`src/rtl/lut_layer_pkg.sv`:
```
// Shared types and constants for the LUT neuron layer: counter width default,
// table depth helper and the config write bundle carried to every neuron table.
package lut_layer_pkg;

    localparam int CNT_W_DEF    = 16;
    localparam int CFG_NEURON_W = 8;
    localparam int CFG_ADDR_W   = 16;
    localparam int CFG_DATA_W   = 16;

    function automatic int tbl_depth(input int fan_in);
        return 1 << fan_in;
    endfunction

    // Fields are sized for the largest supported layer; the top zero-extends.
    typedef struct packed {
        logic                    we;
        logic [CFG_NEURON_W-1:0] neuron;
        logic [CFG_ADDR_W-1:0]   addr;
        logic [CFG_DATA_W-1:0]   data;
    } cfg_wr_t;

endpackage

```
`src/rtl/lut_neuron_tbl.sv`:
```
// One truth-table neuron: a flop-based table with a single write port and a
// combinational read, so a same-edge write never affects the current lookup.
module lut_neuron_tbl
    import lut_layer_pkg::*;
#(
    parameter int FAN_IN   = 8,
    parameter int OUT_BITS = 1,
    parameter int IDX      = 0
) (
    input  logic                clk,
    input  logic                rst_n,
    input  cfg_wr_t             cfg,
    input  logic [FAN_IN-1:0]   addr,
    output logic [OUT_BITS-1:0] rdata
);

    localparam int DEPTH = tbl_depth(FAN_IN);

    logic [DEPTH-1:0][OUT_BITS-1:0] tbl;
    logic                           wr_hit;
    logic [FAN_IN-1:0]              wa;

    // Neuron ids beyond the layer never match any IDX, so they fall through.
    assign wr_hit = cfg.we && (cfg.neuron == CFG_NEURON_W'(IDX));
    assign wa     = FAN_IN'(cfg.addr);

    always_ff @(posedge clk or negedge rst_n) begin
        if (!rst_n)
            tbl <= '0;
        else if (wr_hit)
            tbl[wa] <= OUT_BITS'(cfg.data);
    end

    assign rdata = tbl[addr];

endmodule

```
`src/rtl/lut_layer_pipe.sv`:
```
// Pipelined layer of N truth-table neurons with valid/ready handshake.
// Define LUT_OUT_REG_EN to add a second output register stage (2-cycle latency).
module lut_layer_pipe
    import lut_layer_pkg::*;
#(
    parameter int N        = 4,
    parameter int FAN_IN   = 8,
    parameter int OUT_BITS = 1,
    parameter int CNT_W    = CNT_W_DEF,
    localparam int NW      = (N > 1) ? $clog2(N) : 1
) (
    input  logic                  clk,
    input  logic                  rst_n,
    input  logic                  in_valid,
    output logic                  in_ready,
    input  logic [N*FAN_IN-1:0]   in_data,
    output logic                  out_valid,
    input  logic                  out_ready,
    output logic [N*OUT_BITS-1:0] out_data,
    input  logic                  cfg_we,
    input  logic [NW-1:0]         cfg_neuron,
    input  logic [FAN_IN-1:0]     cfg_addr,
    input  logic [OUT_BITS-1:0]   cfg_data,
    output logic [CNT_W-1:0]      lookup_cnt
);

`ifdef LUT_OUT_REG_EN
    localparam int STAGES = 2;
`else
    localparam int STAGES = 1;
`endif

    cfg_wr_t                    cfg;
    logic [N-1:0][OUT_BITS-1:0] lut_q;
    logic [N-1:0][OUT_BITS-1:0] s1_data;
    logic [STAGES:1]            vld_q;
    logic [STAGES:0]            vld_pipe;
    logic                       xfer;
    logic                       s1_adv;
    logic [CNT_W-1:0]           cnt;

    always_comb begin
        cfg                    = '0;
        cfg.we                 = cfg_we;
        cfg.neuron[NW-1:0]     = cfg_neuron;
        cfg.addr[FAN_IN-1:0]   = cfg_addr;
        cfg.data[OUT_BITS-1:0] = cfg_data;
    end

    for (genvar k = 0; k < N; k++) begin : g_nrn
        lut_neuron_tbl #(
            .FAN_IN   (FAN_IN),
            .OUT_BITS (OUT_BITS),
            .IDX      (k)
        ) u_tbl (
            .clk   (clk),
            .rst_n (rst_n),
            .cfg   (cfg),
            .addr  (in_data[k*FAN_IN +: FAN_IN]),
            .rdata (lut_q[k])
        );
    end

    // Bit 0 is the transfer into stage 1; bit STAGES is the output stage.
    assign vld_pipe = {vld_q, xfer};

`ifdef LUT_OUT_REG_EN
    logic                       s2_adv;
    logic [N-1:0][OUT_BITS-1:0] s2_data;

    assign s2_adv = !vld_pipe[2] || out_ready;
    assign s1_adv = !vld_pipe[1] || s2_adv;

    always_ff @(posedge clk or negedge rst_n) begin
        if (!rst_n) begin
            vld_q[2] <= 1'b0;
            s2_data  <= '0;
        end else if (s2_adv) begin
            vld_q[2] <= vld_pipe[1];
            if (vld_pipe[1])
                s2_data <= s1_data;
        end
    end

    assign out_data = s2_data;
`else
    assign s1_adv   = !vld_pipe[1] || out_ready;
    assign out_data = s1_data;
`endif

    assign in_ready  = s1_adv;
    assign xfer      = in_valid && in_ready;
    assign out_valid = vld_pipe[STAGES];

    // Data loads only on a transfer so a drained stage keeps its last value.
    always_ff @(posedge clk or negedge rst_n) begin
        if (!rst_n) begin
            vld_q[1] <= 1'b0;
            s1_data  <= '0;
        end else if (s1_adv) begin
            vld_q[1] <= vld_pipe[0];
            if (vld_pipe[0])
                s1_data <= lut_q;
        end
    end

    always_ff @(posedge clk or negedge rst_n) begin
        if (!rst_n)
            cnt <= '0;
        else if (xfer)
            cnt <= cnt + 1'b1;
    end

    assign lookup_cnt = cnt;

endmodule

```
`config.mk`:
```
export PLATFORM = sky130hd
export DESIGN_NAME = lut_layer_pipe
export DESIGN_NICKNAME = d
export VERILOG_FILES = /design/src/rtl/lut_layer_pkg.sv /design/src/rtl/lut_neuron_tbl.sv /design/src/rtl/lut_layer_pipe.sv
export SDC_FILE = /design/constraint.sdc
export NUM_CORES = 2
export LEC_CHECK = 0
export CAP_MARGIN = 20
export CORE_MARGIN = 2
export CORE_UTILIZATION = 40
export DETAILED_ROUTE_END_ITERATION = 6
export HOLD_SLACK_MARGIN = 0.08
export PLACE_DENSITY = 0.58
export SETUP_SLACK_MARGIN = 0.15
export SLEW_MARGIN = 25
export SYNTH_ARGS = -nofsm -noshare
export SYNTH_HDL_FRONTEND = slang
export SYNTH_HIERARCHICAL = 1
export SYNTH_SLANG_ARGS = --single-unit
export TNS_END_PERCENT = 5
```
`constraint.sdc`:
```
create_clock -name clk -period 3.2 [get_ports clk]
set_clock_uncertainty 0.2 [all_clocks]
set_input_delay 0.48 -clock clk [delete_from_list [all_inputs] [get_ports clk]]
set_output_delay 0.48 -clock clk [all_outputs]
set_load 0.01 [all_outputs]
```
==> impl_results.md <==
* Outcome: finished, final reports clean
* Die Wd at 369.5 um
* Share of cells above drive strength 1 at 21.75%
* Setup slack, reg-to-reg at 0.56 ns
* Num CTS Buffers at about 120
* Slowest stage cell, crit path: mux4_2
* Final core occ at 46.95%
* Post-DRT Antenna Nets at 0
* Final wirelength at 171500 um
* Initial antenna violation count at 1
* Max-slew violations at 0
* Pwr dens at ~470 mW/mm^2
* Placed cells at between 7000 and 8000
* Placed inst area at between 0.05 and 0.06 sq mm
* Origin of the critical flop-to-flop path: g_nrn[1].u_tbl/tbl[88]$_DFFE_PN0P_
* Pre-antenna DRT Iters at 5
* RSZ-0062 raised after global routing: no
* CP Launch Point: g_nrn[1].u_tbl/tbl[88]$_DFFE_PN0P_
* Nets at about 5600
* Maximum VDD drop at approximately 0.00038 V
* Final Non-Filler Cells at 7381
* Crit path capture type: flop
* Warnings, synthesis at 6
* Seq/Total Area, Yosys at between 40 and 50%
* Cell count along the critical path at 8
* Most frequent cell after synthesis: dfrtp_1
* Largest cells by area after synthesis: dfrtp_1 (49%), mux2_2 (8.2%), nand2_1 (6.9%)
* Worst EP arrival at about 3.1 ns
* Via count at around 43000
* Core area at 0.1330 sq mm
* Drt wl/cell at around 23 um
* Die Ht at roughly 370 um
* CTS tree: done
* Vias in the first global route at between 40000 and 50000
* Synthesized area at ~0.053 sq mm
* First-pass GRT wire length at 265700 um
* Top delay family on crit path: multiplexers
* Min Tclk post-route at between 2 and 3 ns
* Flops & latches, synth at 1045
* Mean Syn Cell Area at ~10 sq um
* P&R area growth vs syn at 16.82%
* Worst-margin pin slew at 0.9754 ns
* Min Hold Slack at approximately 0.12 ns
* Final instance area at 0.06242 sq mm
* Netlist cell types at 70
* Initial detailed-routing violation count at ~4100
* Leak pwr at between 30 and 40 nW
* Starting Density at 40.19%
* Main synth FF type: dfrtp_1
* Clock sink count at roughly 1000
* Max Freq at approximately 380 MHz
* Clock Path Buffers at 3
* Vias per inst at slightly below 6
* Post-Syn Instances at roughly 5300
* WP data required at about 3.6 ns
* Top cell type by total area after synthesis: dfrtp_1
* Core Rows at approximately 130
* Worst Path Max Fanout at 2
* Max-cap violations at 0
* Post-CTS Setup Bufs at 0
* Final Hold Vio Count at 0
* PortBufs at 69
* CP peak stage delay at ~0.47 ns
* Bufs and invs on worst path at 1
* I/O pin count at 70
* Most common cell on crit path: a31oi_1
* Die area at about 0.14 sq mm
* Htree depth at 3
* DR DRC count at 0
* HPWL Detailed at roughly 110000 um
* Largest net degree at the start of global routing at 97
* Final setup violation count at 0
* Top cell type's share of synthesized area at about 49%
* ANT cells at 0
* Most frequent cells after synthesis: dfrtp_1 (1045), nand2_1 (988), nand3_1 (690), o21ai_0 (634), mux2_2 (391)
* Worst-skew pair later-pin latency at 0.73 ns
* Ys async rst share at 100.0%
* GPL Wtd Cong at between 0.8 and 0.9
* R2R cell count at 8
* Setup CP Type: reg -> reg
* Number of flops mapped to enable cells by yosys at 0
* Total GRT Usage at 24.98%
* Worst Setup EP: out_data[1]$_DFFE_PN0P_
* Worst hold path class: in -> reg
* Tcrit/Tclk final at ~82%
* Slew HR at roughly a third
* Crit-path cells: mux4_2 -> a22o_1 -> nor4_1 -> buf_4 -> a31oi_1 -> a32oi_1 -> a31oi_1 -> mux2_2
* Gr ovfl total at 0
* Reg-to-Reg End: out_data[1]$_DFFE_PN0P_
* Root Buffer: clkbuf_16
* Clock slew at the register clock pins of the worst setup and hold paths at approximately 0.060 ns
* Crit path launch type: flop
## what timing repair did
action | in CTS | in global routing
hold buffers | 2 | 0
resized for setup | 0 | 0
endpoints found under the hold margin | 343 | 0
## metrics by stage
step,setup WS (ns),setup TNS (ns),total power [mW]
floorplan,0.3166,0,14.55
global placement,-0.2025,-1.879,15.69
detailed placement,-0.1138,-3.747,15.70
CTS,0.5086,0,29.41
global route,0.4946,0,30.11
finish,0.5620,0,29.16
## state kept, by name (all words and copies together), names as in the netlist
name / flops
out_valid: 1
lookup_cnt: 16
out_data: 4
g_nrn.u_tbl/tbl: 1024
## cell type report
class / count / area [sq um]
inverters: 9 / 33.78
repair buffers: 488 / 4852
flip-flops and latches: 1045 / 26150
clock inverters: 31 / 370.4
multi-input cells: 3862 / 25310
clock buffers: 178 / 3497
fillers: 12322 / 70530
well taps: 1768 / 2212
## report_power, final
group | internal, mW | switching (mW) | total (mW)
logic | 0.714 | 1.40 | 2.11
registers | 13.3 | 0.0867 | 13.4
clock network | 8.02 | 5.67 | 13.7
total | 22.0 | 7.15 | 29.2
## metal layers
| metal | track usage (%) | share of wire, % | wire (um) | up-vias |
|---|---|---|---|---|
| met5 | 0 | 0.0076 | 13 | - |
| met4 | 8.728 | 3.0 | 5152 | 2 |
| met3 | 3.671 | 7.1 | 12250 | 332 |
| met2 | 39.06 | 46 | 78820 | 1704 |
| met1 | 35.38 | 44 | 75220 | 21780 |
| li1 | - | - | - | 19279 |
## how the worst min path moves through the flow
stage / from / to / slack, ns / cells after the start
after floorplan: rst_n / g_nrn[0].u_tbl/tbl[0]$_DFFE_PN0P_ / -0.02 / 0
after global placement: rst_n / g_nrn[0].u_tbl/tbl[221]$_DFFE_PN0P_ / 0.22 / 1
after detailed placement: rst_n / g_nrn[0].u_tbl/tbl[221]$_DFFE_PN0P_ / 0.22 / 1
after CTS: cfg_data / g_nrn[2].u_tbl/tbl[134]$_DFFE_PN0P_ / 0.09 / 3
after global routing: cfg_data / g_nrn[2].u_tbl/tbl[149]$_DFFE_PN0P_ / 0.14 / 3
final: cfg_data / g_nrn[2].u_tbl/tbl[134]$_DFFE_PN0P_ / 0.12 / 3
## cell usage in the layout, fill, tap and decap left out, types with 11 or more instances in the layout
master,synthesis,final
a22o_1,24,24
a22oi_1,24,24
a31oi_1,20,20
buf_12,3,85
buf_4,20,341
clkbuf_1,297,27
clkbuf_16,0,117
clkbuf_8,0,34
clkdlybuf4s50_1,0,51
clkinv_2,0,18
conb_1,1,26
dfrtp_1,1045,1045
mux2_1,14,14
mux2_2,391,391
mux2i_1,204,204
mux4_1,17,17
mux4_2,135,135
nand2_1,988,988
nand2b_1,38,38
nand3_1,690,690
nand3b_1,11,11
nor2_1,252,247
nor2_2,7,12
nor2b_1,49,49
nor3_1,37,33
nor3_2,15,18
nor4_1,38,35
o21ai_0,634,634
o21ai_1,18,18
o22ai_1,84,84
## kinds of logic (layout without fill, tap and decap cells)
logic type / count (synthesis) / in the layout / synth area share [%]
AO/OA/AOI/OAI: 852 / 852 / 8.856
XOR/XNOR: 15 / 15 / 0.2459
adder cells (fa/ha/maj): 1 / 1 / 0.02341
buffers and inverters: 461 / 706 / 4.032
flip-flops: 1045 / 1045 / 48.94
multiplexers: 761 / 761 / 18.88
other: 1 / 26 / 0.007018
AND/OR/NAND/NOR: 2207 / 2207 / 19.02
## worst reg2reg max path: stages (launching register included)
cell     delay [ns]
dfrtp_1        0.38
mux4_2         0.47
a22o_1         0.27
nor4_1         0.37
buf_4          0.20
a31oi_1        0.06
a32oi_1        0.22
a31oi_1        0.10
mux2_2         0.26
Note: power is estimated with default switching activity, not from simulation.
